**src/rtl/cpu_pkg.sv**
```systemverilog
// Shared types for the decode-stage operand hazard logic: scoreboard entry
// layout, forwarding-select codes and the scoreboard match helper.
package cpu_pkg;

    localparam int REG_AW = 2;

    localparam logic [1:0] FWD_RF    = 2'b00;
    localparam logic [1:0] FWD_EXMEM = 2'b01;
    localparam logic [1:0] FWD_MEMWB = 2'b10;
    localparam logic [1:0] FWD_WB    = 2'b11;

    typedef struct packed {
        logic              v;
        logic [REG_AW-1:0] dst;
        logic              ld;
    } sb_entry_t;

    // An operand matches an in-flight writer only when it is actually read.
    function automatic logic sb_hit(input sb_entry_t e, input logic use_op,
                                    input logic [REG_AW-1:0] src);
        return use_op & e.v & (e.dst == src);
    endfunction

endpackage

```
**src/rtl/hazard_fwd_select.sv**
```systemverilog
// Youngest-first forwarding source selection for a single source operand.
module hazard_fwd_select
    import cpu_pkg::*;
(
    input  logic              use_op,
    input  logic [REG_AW-1:0] src,
    input  sb_entry_t         ex_e,
    input  sb_entry_t         mem_e,
    input  sb_entry_t         wb_e,
    output logic              hit_ex,
    output logic [1:0]        sel
);

    logic unused_ld;
    assign unused_ld = mem_e.ld ^ wb_e.ld;

    always_comb begin
        hit_ex = sb_hit(ex_e, use_op, src);
        sel    = FWD_RF;
        // A load still in EX cannot forward; the top stalls on it instead.
        if (hit_ex && !ex_e.ld) begin
            sel = FWD_EXMEM;
        end else if (sb_hit(mem_e, use_op, src)) begin
            sel = FWD_MEMWB;
        end else if (sb_hit(wb_e, use_op, src)) begin
            sel = FWD_WB;
        end
    end

endmodule

```
**src/rtl/operand_hazard_unit.sv**
```systemverilog
// Load-use stall, ID/EX bubble and registered forwarding selects driven by a
// three-deep (EX/MEM/WB) destination scoreboard, plus a saturating stall counter.
module operand_hazard_unit #(
    parameter int REG_AW = 2,
    parameter int CNT_W  = 16
) (
    input  logic              clk,
    input  logic              rst_n,
    input  logic              id_valid,
    input  logic [1:0]        id_has_hazard,
    input  logic [REG_AW-1:0] id_ra,
    input  logic [REG_AW-1:0] id_rb,
    input  logic              id_wr_en,
    input  logic [REG_AW-1:0] id_wr_dst,
    input  logic              id_is_load,
    input  logic              ex_flush,
    output logic              stall,
    output logic              idex_bubble,
    output logic [1:0]        fwd_a_sel,
    output logic [1:0]        fwd_b_sel,
    output logic [CNT_W-1:0]  stall_cnt
);

    import cpu_pkg::*;

    sb_entry_t        ex_q, ex_d, mem_q, mem_d, wb_q, wb_d;
    logic [1:0]       fwd_a_q, fwd_a_d, fwd_b_q, fwd_b_d;
    logic [CNT_W-1:0] cnt_q, cnt_d;

    logic       use_a, use_b;
    logic       hit_ex_a, hit_ex_b;
    logic [1:0] sel_a, sel_b;

    assign use_a = id_valid & id_has_hazard[1];
    assign use_b = id_valid & id_has_hazard[0];

    hazard_fwd_select u_sel_a (
        .use_op (use_a),
        .src    (id_ra),
        .ex_e   (ex_q),
        .mem_e  (mem_q),
        .wb_e   (wb_q),
        .hit_ex (hit_ex_a),
        .sel    (sel_a)
    );

    hazard_fwd_select u_sel_b (
        .use_op (use_b),
        .src    (id_rb),
        .ex_e   (ex_q),
        .mem_e  (mem_q),
        .wb_e   (wb_q),
        .hit_ex (hit_ex_b),
        .sel    (sel_b)
    );

    // A flush squashes the consumer, so it must never also stall.
    assign stall       = ~ex_flush & (hit_ex_a | hit_ex_b) & ex_q.ld;
    assign idex_bubble = stall | ex_flush;

    always_comb begin
        mem_d = ex_q;
        wb_d  = mem_q;
        ex_d  = '0;
        if (!idex_bubble) begin
            ex_d.v   = id_valid & id_wr_en;
            ex_d.dst = id_wr_dst;
            ex_d.ld  = id_is_load;
        end

        fwd_a_d = idex_bubble ? FWD_RF : sel_a;
        fwd_b_d = idex_bubble ? FWD_RF : sel_b;

        cnt_d = cnt_q;
        if (stall && (cnt_q != '1)) begin
            cnt_d = cnt_q + 1'b1;
        end
    end

    always_ff @(posedge clk or negedge rst_n) begin
        if (!rst_n) begin
            ex_q    <= '0;
            mem_q   <= '0;
            wb_q    <= '0;
            fwd_a_q <= FWD_RF;
            fwd_b_q <= FWD_RF;
            cnt_q   <= '0;
        end else begin
            ex_q    <= ex_d;
            mem_q   <= mem_d;
            wb_q    <= wb_d;
            fwd_a_q <= fwd_a_d;
            fwd_b_q <= fwd_b_d;
            cnt_q   <= cnt_d;
        end
    end

    assign fwd_a_sel = fwd_a_q;
    assign fwd_b_sel = fwd_b_q;
    assign stall_cnt = cnt_q;

endmodule

```
**config.mk**
```make
export PLATFORM = sky130hd
export DESIGN_NAME = operand_hazard_unit
export DESIGN_NICKNAME = d
export VERILOG_FILES = /design/src/rtl/cpu_pkg.sv /design/src/rtl/hazard_fwd_select.sv /design/src/rtl/operand_hazard_unit.sv
export SDC_FILE = /design/constraint.sdc
export NUM_CORES = 1
export LEC_CHECK = 0
export CAP_MARGIN = 40
export CELL_PAD_IN_SITES_DETAIL_PLACEMENT = 1
export CELL_PAD_IN_SITES_GLOBAL_PLACEMENT = 2
export CORE_UTILIZATION = 34
export CTS_BUF_LIST = sky130_fd_sc_hd__clkbuf_4
export DETAILED_ROUTE_END_ITERATION = 7
export GPL_TIMING_DRIVEN = 0
export PLACE_DENSITY = 0.95
export SYNTH_ARGS = -nofsm -noshare
export SYNTH_HDL_FRONTEND = slang
export SYNTH_SLANG_ARGS = --single-unit
```
**constraint.sdc**
```tcl
create_clock -name clk -period 2.55 [get_ports clk]
set_input_delay 0.255 -clock clk [delete_from_list [all_inputs] [get_ports clk]]
set_output_delay 0.255 -clock clk [all_outputs]
set_load 0.02 [all_outputs]
```
After elaboration in Yosys (flattened, before gate mapping). Index checks and enable logic that the tools add are counted.

Add/sub/neg operators: 1. Equality and inequality tests: 7. Multiplexer cells: 9. Bitwise gates (word level): 20. Reduce and logical (&&, ||, !) cells: 4.

Operators with widths (count): bitwise AND 1 bit (17); adder 16 x 1 -> 16 bit, second input constant (1); two-way mux 2 bit (8); != test 16 bit, second input constant (1); equality test 2 bit (6); two-way mux 4 bit (1); logical AND 1 bit (3); OR 1 bit (2); logical NOT 1 bit (1); NOT 1 bit (1).

Flip-flop bits (word level): 30. Input port bits: 14. Output and inout bits: 22. Word-level logic and storage cells: 51.

Longest topological paths before layout.
Depth after elaboration: 8. Mapped depth: 6. Mapped depth without buffers: 6.

Hierarchy. From an unflattened synthesis, not the netlist that was laid out.

Cell total of the unflattened synthesis: 132. Area, all modules: 1508.9 um^2.

By module, submodules not included: operand_hazard_unit (times used 1, cells an instance 104, area an instance 1296.2 um^2, sequential area each 800.8 um^2); hazard_fwd_select (times used 2, cells an instance 14, area an instance 106.4 um^2, sequential area each 0.0 um^2).

Least setup slack after synthesis. OpenSTA, ideal clock, no wires.

Path type: reg-to-reg. Start point: register cnt_q[0] (netlist: stall_cnt[0]). End point: register cnt_q[7] (netlist: stall_cnt[7]). Arrival: 1746 ps. Path slack: 724 ps. Stages on the path, launching flop included: 7. Buffers on the path: 0. Period minus slack after synthesis: 1826 ps. Path through: dfrtp_1 > ha_1 > and3_1 > and4_4 > a211o_4 > nor3b_2 > xor2_1.

Word-level cells in the longest chain between the ends: 2. Elaborated cells between the ends (all ways): 3.

Ends and longest elaborated chain: from (decl) (line operand_hazard_unit.sv:28) `logic [CNT_W-1:0] cnt_q, cnt_d;`; from (signal assigned) (line operand_hazard_unit.sv:94) `cnt_q <= cnt_d;`; branches (longest 2 deep; another with adder 16 x 1 -> 16 bit).

Parallel ways; which one is timed is not known. A chain may end at the register's enable or synchronous reset.

Final worst setup path.
Start point: input port id_valid. End point: output port stall.

Word-level cells in the longest chain between the ends: 6. Elaborated cells between the ends (all ways): 9.

Ends and longest elaborated chain: from (decl) (line operand_hazard_unit.sv:9) `input logic id_valid,`; bitwise AND 1 bit (on tied branches) (line operand_hazard_unit.sv:34, operand_hazard_unit.sv:35); bitwise AND 1 bit (2 in a row) (line cpu_pkg.sv:21) `return use_op & e.v & (e.dst == src);`; OR 1 bit (*) (line operand_hazard_unit.sv:58) `assign stall = ~ex_flush & (hit_ex_a | hit_ex_b) & ex_q.ld;`; bitwise AND 1 bit (*) (2 in a row) (line operand_hazard_unit.sv:58); to (decl) (line operand_hazard_unit.sv:17) `output logic stall,`.

Mark *: on every way between the ends. The rest lies on a longest branch, timed or not.

==> results.sh <==
export IMPL_status="finished clean"
export IMPL_whs_ps=340
export IMPL_ys_seq_elements=30
export IMPL_fin_cells=217
export IMPL_place_gp_congestion=0.789
export IMPL_final_cell_area_um2=1920
export IMPL_final_cell_mix="clkdlybuf4s50_1 (33), dfrtp_1 (30), xnor2_1 (18), nor2_1 (10)"
export IMPL_crit_path_start_kind="primary input"
export IMPL_clk_insertion_delay_late_ps=330
export IMPL_path_max_fanout=6
export IMPL_max_slew_worst_pin_slew_ps=706
export IMPL_grt_first_pass_wirelength_mm=5.87
export IMPL_num_antenna_cells=0
export IMPL_cpMaxStageDelayCell="clkdlybuf4s50_1"
export IMPL_path_clk_slew_ps=100
export IMPL_wl_per_cell_um=16.0
export IMPL_yosysWarnings=0
export IMPL_cts_max_path_buffers=2
export IMPL_initial_utilization_pct=35.6
export IMPL_grt_max_degree=19
export IMPL_grt_total_usage_pct=18.1
export IMPL_dieArea_um2=4450
export IMPL_drive_above_1_share_pct=10.8
export IMPL_end_kind="primary output"
export IMPL_leakagePower_nw=0.847
export IMPL_fin_setup_tns_ps=0
export IMPL_die_x_um=66.7
export IMPL_utilization_pct=48.0
export IMPL_core_um2=4000
export IMPL_post_dp_cell_area_um2=1860
export IMPL_synth_cell_types=26
export IMPL_finalHoldViolations=0
export IMPL_path_cells="clkdlybuf4s50_1 -> and2_1 -> nand4_1 -> a21o_1 -> inv_1 -> dlygate4sd2_1"
export IMPL_grt_busiest_layer="met2"
export IMPL_critPathKind="primary input to primary output"
export IMPL_netlist_area_um2=1420
export IMPL_dp_cells=210
export IMPL_preCtsSetupSlack_ps=-65.5
export IMPL_synth_seq_area_share_pct=52.7
export IMPL_finalCritPeriodShare_pct=92.2
export IMPL_relSlewSlack_pct=52.8
export IMPL_pin_count=36
export IMPL_finalWorstPathRequiredPeriod_ps=2350
export IMPL_final_max_slew_violation_count=0
export IMPL_drt_antenna_violating_nets=0
export IMPL_cts_root_buf="clkbuf_4"
export IMPL_synthCells=124
export IMPL_use_met3_pct=4.62
export IMPL_syn_avg_cell_area_um2=11.5
export IMPL_grt_met1_usage_pct=19.5
export IMPL_die_h_um=66.7
export IMPL_postCtsHoldBufs=0
export IMPL_drc=0
export IMPL_grt_setup_unrepaired="false"
export IMPL_avgViaCountPerCell=5.08
export IMPL_met2_usage_pct=33.0
export IMPL_area_growth_pct=34.7
export IMPL_overflow=0
export IMPL_row_count=23
export IMPL_drtPass1Iterations=4
export IMPL_wirelength_mm=3.48
export IMPL_cts_sinks=30
export IMPL_cp_arrival_ps=2100
export IMPL_place_hpwl_mm=2.64
export IMPL_setup_violations=0
export IMPL_hold_path_class="primary input to asynchronous set/reset pin"
export IMPL_setup_ws_ps=198
export IMPL_drtIter0Drc=43
export IMPL_powerDensity_nw_per_um2=451
export IMPL_post_cts_setup_buffers=0
export IMPL_fmax_mhz=425
export IMPL_p_total_uw=866
export IMPL_irDropWorstVdd_mv=0.195
export IMPL_max_cap_violations=0
export IMPL_worst_ep_required_time_ps=2300
export IMPL_grt_pass1_vias=1232
export IMPL_vias=1103
export IMPL_cts_tree="done"
export IMPL_cpPeakStageDelay_ps=540
export IMPL_final_common_cell="clkdlybuf4s50_1"
export IMPL_fin_skew_ps=10.2
export IMPL_cts_buffers=5
export IMPL_portBuffers=35
export IMPL_synth_nets=139
export IMPL_nNetsFinal=182
export IMPL_htree_levels=2
export IMPL_antenna_found_initial=0
-- repair_timing --
item | 4_1_cts | 5_1_grt
resized for setup | 1 | 1
gates cloned | 0 | 0
endpoints found under the setup margin | 1 | 1
-- final timing paths --
path                         startpoint           end  slack, ps  cells past startpoint
max                            id_valid         stall        200                      6
min                               rst_n  fwd_b_sel[1]        340                      1
max reg2reg                stall_cnt[0]  stall_cnt[7]        660                      6
min reg2reg                    mem_q[3]       wb_q[3]        410                      0
max in group asynchronous         rst_n  stall_cnt[5]       1670                      2
min in group clk               mem_q[3]       wb_q[3]        410                      0
-- area by class of cell --
type                            count  area, µm²
Multi-Input combinational cell     90        658
Clock buffer                        7       52.6
Inverter                            4       15.0
Tap cell                           50       62.6
Timing Repair Buffer               36        379
Sequential cell                    30        751
Fill cell                         423       2080
-- synth_stat cells --
library cell,instances,share of area [%]
nor2_1,10,2.6
nor3_1,2,0.70
inv_1,4,1.1
nand4_1,7,3.1
a211oi_1,2,1.1
nor4_2,2,1.8
nand3_1,9,3.2
a21oi_2,1,0.62
dfrtp_1,30,53
nand3b_1,1,0.53
and4_1,2,1.2
a41oi_1,2,1.2
o211ai_1,1,0.53
or2b_2,1,0.62
mux2_2,1,0.79
and4_2,1,0.70
a21o_1,1,0.53
xnor2_1,18,11
nand2_1,4,1.1
and4_4,2,1.6
and2_1,7,3.1
a211o_4,1,1.2
and3_1,4,1.8
xor2_1,9,5.5
nor3b_2,1,0.88
ha_1,1,0.88
-- layer usage --
layer  share of wire, %  vias to the layer above
li1                   -                      520
met1                 42                      544
met2                 51                       32
met3                5.6                        7
met4                1.5                        0
met5                  0                        -
-- worst max-delay path: cells and delay by family --
family | cells | cell delay [ps]
buf+inv | 3 | 1090
compound gates | 1 | 310
simple gates | 2 | 430
-- power by group --
part / switching, mW / internal [mW] / leakage (nW)
sequential: 0.0104 / 0.485 / 0.410
combinational: 0.0397 / 0.0455 / 0.405
clock: 0.160 / 0.125 / 0.0322
total: 0.210 / 0.656 / 0.847
-- registers in the layout, indices dropped and copies added, names as in the netlist --
register	count
fwd_a_sel	2
stall_cnt	16
wb_q	3
fwd_b_sel	2
ex_q	4
mem_q	3
-- kinds of logic after synthesis --
kind of cell | share of synthesized area [%]
AND/OR/NAND/NOR | 22.8
adder cells (fa/ha/maj) | 0.879
XOR/XNOR | 16.6
AO/OA/AOI/OAI | 5.19
multiplexers | 0.791
buffers and inverters | 1.05
flip-flops | 52.7
Power figures use the tool's default switching activity.
